--- src/rtl/alu_arbiter.sv ---
// alu_arbiter: round-robin arbiter/sequencer sharing one external combinational
// ALU among NUM_REQ requesters. One operation is in flight at a time:
// IDLE (accept) -> EXEC (ALU settles, result captured) -> RESP (handshake).
// Optional feature macro: ALU_ARB_TIMEOUT_EN adds a RESP watchdog and the
// `timeout` output port.
module alu_arbiter #(
    parameter int NUM_REQ = 4,
    parameter int TIMEOUT = 16
) (
    input  logic                  clk,
    input  logic                  rst_n,
    input  logic [NUM_REQ-1:0]    req_valid,
    output logic [NUM_REQ-1:0]    req_ready,
    input  logic [NUM_REQ*5-1:0]  req_op,
    input  logic [NUM_REQ*32-1:0] req_a,
    input  logic [NUM_REQ*32-1:0] req_b,
    input  logic [NUM_REQ*5-1:0]  req_shamt,
    output logic [NUM_REQ-1:0]    rsp_valid,
    input  logic [NUM_REQ-1:0]    rsp_ready,
    output logic [31:0]           rsp_data,
    output logic                  rsp_err,
    output logic [31:0]           alu_number1,
    output logic [31:0]           alu_number2,
    output logic [4:0]            alu_shamt,
    output logic [4:0]            alu_sel,
    input  logic [31:0]           alu_result
`ifdef ALU_ARB_TIMEOUT_EN
    ,
    output logic                  timeout
`endif
);

    localparam int         IDXW   = $clog2(NUM_REQ);
    localparam logic [4:0] MAX_OP = 5'd16;

    // Reject out-of-range configurations at elaboration time.
    if (NUM_REQ < 2 || NUM_REQ > 8 || TIMEOUT < 1) begin : g_param_check
        $error("alu_arbiter: NUM_REQ must be 2..8 and TIMEOUT >= 1");
    end

    typedef enum logic [1:0] {
        S_IDLE = 2'd0,
        S_EXEC = 2'd1,
        S_RESP = 2'd2
    } state_t;

    state_t              r_state;
    logic [IDXW-1:0]     r_gnt;
    logic [IDXW-1:0]     r_last;
    logic [31:0]         r_number1;
    logic [31:0]         r_number2;
    logic [4:0]          r_shamt;
    logic [4:0]          r_sel;
    logic [NUM_REQ-1:0]  r_rsp_valid;
    logic [31:0]         r_rsp_data;
    logic                r_rsp_err;

    logic                w_grant_any;
    logic [IDXW-1:0]     w_grant_idx;
    logic [IDXW-1:0]     w_cand;
    logic [31:0]         w_scan;
    logic [4:0]          w_op;
    logic [31:0]         w_a;
    logic [31:0]         w_b;
    logic [4:0]          w_sh;
    logic [NUM_REQ-1:0]  w_req_ready;
    logic                w_sel_bad;

`ifdef ALU_ARB_TIMEOUT_EN
    localparam int CNTW = $clog2(TIMEOUT + 1);
    logic [CNTW-1:0]     r_cnt;
    logic                r_timeout;
`endif

    // One-hot decode of a requester index.
    function automatic logic [NUM_REQ-1:0] idx_onehot(input logic [IDXW-1:0] idx);
        logic [NUM_REQ-1:0] v;
        v = {NUM_REQ{1'b0}};
        for (int i = 0; i < NUM_REQ; i++) begin
            v[i] = (IDXW'(i) == idx) ? 1'b1 : 1'b0;
        end
        return v;
    endfunction

    // Round-robin pick: scan backward so the first valid bit after r_last wins.
    always_comb begin
        w_grant_any = 1'b0;
        w_grant_idx = {IDXW{1'b0}};
        w_cand      = {IDXW{1'b0}};
        w_scan      = 32'd0;
        for (int k = NUM_REQ - 1; k >= 0; k--) begin
            w_scan      = 32'(r_last) + 32'(k) + 32'd1;
            w_scan      = (w_scan >= 32'(NUM_REQ)) ? (w_scan - 32'(NUM_REQ)) : w_scan;
            w_cand      = IDXW'(w_scan);
            w_grant_idx = req_valid[w_cand] ? w_cand : w_grant_idx;
            w_grant_any = w_grant_any | req_valid[w_cand];
        end
    end

    // Select the granted requester's payload.
    always_comb begin
        w_op = 5'd0;
        w_a  = 32'd0;
        w_b  = 32'd0;
        w_sh = 5'd0;
        for (int i = 0; i < NUM_REQ; i++) begin
            w_op = (IDXW'(i) == w_grant_idx) ? req_op[i*5 +: 5]     : w_op;
            w_a  = (IDXW'(i) == w_grant_idx) ? req_a[i*32 +: 32]    : w_a;
            w_b  = (IDXW'(i) == w_grant_idx) ? req_b[i*32 +: 32]    : w_b;
            w_sh = (IDXW'(i) == w_grant_idx) ? req_shamt[i*5 +: 5] : w_sh;
        end
    end

    // Accept strobe is combinational in IDLE and forced low while in reset.
    always_comb begin
        w_req_ready = (rst_n && (r_state == S_IDLE) && w_grant_any)
                      ? idx_onehot(w_grant_idx) : {NUM_REQ{1'b0}};
        w_sel_bad   = (r_sel > MAX_OP);
    end

    // Sequencer FSM: accept, execute, respond; all outputs registered here.
    always_ff @(posedge clk or negedge rst_n) begin
        if (!rst_n) begin
            r_state     <= S_IDLE;
            r_gnt       <= {IDXW{1'b0}};
            r_last      <= IDXW'(NUM_REQ - 1);
            r_number1   <= 32'd0;
            r_number2   <= 32'd0;
            r_shamt     <= 5'd0;
            r_sel       <= 5'd0;
            r_rsp_valid <= {NUM_REQ{1'b0}};
            r_rsp_data  <= 32'd0;
            r_rsp_err   <= 1'b0;
`ifdef ALU_ARB_TIMEOUT_EN
            r_cnt       <= {CNTW{1'b0}};
            r_timeout   <= 1'b0;
`endif
        end else begin
`ifdef ALU_ARB_TIMEOUT_EN
            r_timeout <= 1'b0;
`endif
            case (r_state)
                S_IDLE: begin
                    if (w_grant_any) begin
                        r_number1 <= w_a;
                        r_number2 <= w_b;
                        r_shamt   <= w_sh;
                        r_sel     <= w_op;
                        r_gnt     <= w_grant_idx;
                        r_last    <= w_grant_idx;
                        r_state   <= S_EXEC;
                    end else begin
                        r_state   <= S_IDLE;
                    end
                end
                S_EXEC: begin
                    r_rsp_err   <= w_sel_bad;
                    r_rsp_data  <= w_sel_bad ? 32'd0 : alu_result;
                    r_rsp_valid <= idx_onehot(r_gnt);
`ifdef ALU_ARB_TIMEOUT_EN
                    r_cnt       <= {CNTW{1'b0}};
`endif
                    r_state     <= S_RESP;
                end
                S_RESP: begin
                    if (rsp_ready[r_gnt]) begin
                        r_rsp_valid <= {NUM_REQ{1'b0}};
                        r_state     <= S_IDLE;
                    end
`ifdef ALU_ARB_TIMEOUT_EN
                    else if (r_cnt == CNTW'(TIMEOUT - 1)) begin
                        r_rsp_valid <= {NUM_REQ{1'b0}};
                        r_timeout   <= 1'b1;
                        r_state     <= S_IDLE;
                    end else begin
                        r_cnt       <= r_cnt + CNTW'(1);
                        r_state     <= S_RESP;
                    end
`else
                    else begin
                        r_state     <= S_RESP;
                    end
`endif
                end
                default: begin
                    r_rsp_valid <= {NUM_REQ{1'b0}};
                    r_state     <= S_IDLE;
                end
            endcase
        end
    end

    assign req_ready   = w_req_ready;
    assign rsp_valid   = r_rsp_valid;
    assign rsp_data    = r_rsp_data;
    assign rsp_err     = r_rsp_err;
    assign alu_number1 = r_number1;
    assign alu_number2 = r_number2;
    assign alu_shamt   = r_shamt;
    assign alu_sel     = r_sel;
`ifdef ALU_ARB_TIMEOUT_EN
    assign timeout     = r_timeout;
`endif

endmodule

--- config.mk ---
export PLATFORM = sky130hd
export DESIGN_NAME = alu_arbiter
export DESIGN_NICKNAME = d
export VERILOG_FILES = /design/src/rtl/alu_arbiter.sv
export SDC_FILE = /design/constraint.sdc
export NUM_CORES = 1
export LEC_CHECK = 0
export ABC_AREA = 1
export CAP_MARGIN = 0
export CORE_AREA = 2 2 175 177
export DETAILED_ROUTE_END_ITERATION = 10
export DIE_AREA = 0 0 177 179
export GPL_ROUTABILITY_DRIVEN = 0
export GPL_TIMING_DRIVEN = 0
export HOLD_SLACK_MARGIN = 0.02
export PLACE_DENSITY = 0.58
export RECOVER_POWER = 25
export SYNTH_ARGS = -nofsm -noshare
export SYNTH_HDL_FRONTEND = slang
export SYNTH_SLANG_ARGS = --single-unit
--- constraint.sdc ---
create_clock -name clk -period 2.06 [get_ports clk]
set_input_delay 0.206 -clock clk [delete_from_list [all_inputs] [get_ports clk]]
set_output_delay 0.206 -clock clk [all_outputs]
set_load 0.01 [all_outputs]
==> out/qor.txt <==
Status = finished with violations
Failing checks = negative setup slack
Footprint of the multi-input gates = 4050 um^2
Wirelength, routed = 39,500 um
Max-slew headroom = 0.0949
Vias/cell = 4.87
Worst EP required = 1.85 ns
Clk_lat worst skew = 0.42 ns
Clk_skew = 0.0134 ns
# IOs = 453
Setup violations, final = 80
Root Buffer = clkbuf_16
CP arrival = 2.36 ns
RSZ-0062 raised after global routing = yes
Largest net degree at the start of global routing = 70
Synth top area cells = dfrtp_1 42%, nand2_1 17%, nand3_1 13%, nand4_1 6.0%, nor2_1 5.4%
Max VDD drop = 1.02 mV
Overflow after GRT = 0
Seq/Total Area, Yosys = 0.429
CTS sink cnt = 117
DRC = 0
Share of cells above drive strength 1 = 0.192
Pwr Density = 2140 nW/um^2
Core area = 30,000 um^2
Synth top area share = 0.421
Global-route wire length before repair = 55,600 um
Routed via count = 9,155
All-layer global routing usage = 0.238
Clock buffer depth = 2
TritonRoute pass-1 iters = 5
Layout net count = 1,809
Final Cycle Share = 1.25
Max-cap violations = 0
Crit path buf inv count = 5
Crit. End Element = output port
EDFF count, synth = 0
Die W = 177 um
Most common cell in the netlist = nand2_1
Die area = 31,700 um^2
Main flop type after synthesis = dfrtp_1
Crit Path Category = reg2out
Final hold vios = 0
Clk slew on worst S/H paths = 0.06 ns
WHS = 0.401 ns
Startpoint types = flop
Top Family by Delay on Critical Path = buffers and inverters
Row count = 64
#FFs+latches synth = 117
Clock buffer count from CTS = 17
DP Cell Count = 1,801
CP Max Fanout = 10
Synth Instances = 952
Cells along the critical path = buf_6, inv_8, nand2_2, nand2_2, nor2_2, a21oi_2, nand2_1, nand2_4, buf_8, clkbuf_8, nor3_2, buf_2
Post-synthesis cell type count = 27
Diode count = 0
Ranking of synthesized cells by instance count = 304 x nand2_1, 183 x nand3_1, 115 x dfrtp_1
Worst setup margin = -0.509 ns
CTS tree = done
Min Tclk post-route = 2.57 ns
Avg WL per Cell = 21.0 um
Post-Synthesis Cell Area = 6840 um^2
Largest area contributor in the netlist = dfrtp_1
Fmax = 389 MHz
Ys async rst share = 1.00
Worst path most repeated cell = nand2_2
Fill cell count = 2,965
Port bufs = 452
YS warnings = 0
Storage cell area = 2930 um^2
Post-Syn Area per Cell = 7.18 um^2
Critical Path Max Stage Delay = 0.54 ns
Final Max Slew Viols = 0
Drt initial violations = 429
Syn_nets = 1,290
P&R area growth vs syn = 105%
HP Class = in2reg
H-tree depth = 4
CP max-delay cell = dfstp_2
Vias in the first global route = 9,177
DP HPWL = 29,500 um
Initial antenna violation count = 2
LEAKAGE = 6.23 nW
Count of non-filler cells in the finished layout = 1,879
Starting density of the core = 0.228
Worst-Margin Slew = 1.36 ns
Post-route ant nets = 0
Die Span Y = 179 um
-- what timing repair did --
action	in CTS	in global routing
hold endpoints to repair	49	49
cloned	9	3
pin swaps	50	24
endpoints found under the setup margin	83	95
buffers inserted	28	6
resized for setup	259	53
-- area by class of cell --
class | count | share of cell area
Timing Repair Buffer | 501 | 0.366
Inverter | 27 | 0.00777
Multi-Input combinational cell | 730 | 0.289
Tap cell | 396 | 0.0353
Clock inverter | 14 | 0.0161
Buffer | 77 | 0.0466
Sequential cell | 117 | 0.209
Clock buffer | 17 | 0.0303
-- cell families after synthesis --
logic type / after synthesis / synth area share
simple gates: 660 / 0.424
flops: 117 / 0.429
buf+inv: 105 / 0.0748
compound gates: 70 / 0.0725
-- layer usage --
layer / global-route usage / vias up / wire length, um / part of all wire
li1: - / 4262 / - / -
met1: 0.263 / 4411 / 15000 / 0.38
met2: 0.441 / 416 / 20400 / 0.52
met3: 0.0640 / 62 / 3120 / 0.079
met4: 0.0747 / 4 / 993 / 0.025
met5: 0 / - / 22 / 0.00056
-- layout by cell type, fill, tap and decap left out, drive strengths merged --
cell type	synthesis	final
nor2	100	100
clkbuf	33	55
dfrtp	115	115
clkinv	0	5
and2	1	1
dlygate4sd3	0	1
a31oi	1	1
a32o	4	4
bufinv	0	5
a21oi	1	1
nand2	307	307
clkdlybuf4s50	0	447
dfstp	2	2
nand4	66	66
buf	45	92
o21ai	31	31
o41ai	1	1
nand3	184	184
nor3	2	2
inv	27	31
a22o	32	32
-- worst paths after layout --
path                            startpoint              end  slack [ns]  cells after the start
setup / recovery                 r_last[0]     req_ready[0]       -0.51                     12
hold / removal              alu_result[16]     rsp_data[16]        0.40                      2
setup reg to reg                 r_last[0]       alu_sel[1]       -0.49                     19
hold reg to reg            alu_number2[10]  alu_number2[10]        0.47                      2
max in group asynchronous            rst_n   alu_number2[5]        0.28                      3
min in group asynchronous            rst_n     rsp_data[19]        0.51                      3
-- worst reg2reg max path: cells and delay by family, from the launching register on --
kind,cells,cell delay [ns]
buffers and inverters,8,0.96
AND/OR/NAND/NOR,11,0.94
flip-flops,1,0.54
-- registers in the layout, indices dropped and copies added, names as in the netlist --
signal	flops
alu_shamt	5
alu_number2	32
rsp_err	1
alu_sel	5
r_last	2
alu_number1	32
r_state	2
rsp_valid	4
rsp_data	32
r_gnt	2
-- power breakdown --
group	internal, mW	switching [mW]	leakage, nW
sequential	3.49	0.655	1.43
combinational	10.0	12.4	4.47
clock	2.16	1.24	0.319
total	15.7	14.3	6.23
-- stage by stage --
stage	util	area [um^2]	power, mW	TNS (ns)	setup slack [ns]
after floorplan	-	6850	13.5	0	0.00464
after global placement	0.395	11900	20.6	-554.55	-4.80
after detailed placement	0.396	11900	20.7	-49.23	-1.05
after CTS	0.459	13800	29.1	-27.74	-0.489
after global routing	0.467	14000	32.1	-39.87	-0.608
final	0.467	14000	30.0	-31.20	-0.509
(Power assumes the default switching activity.)
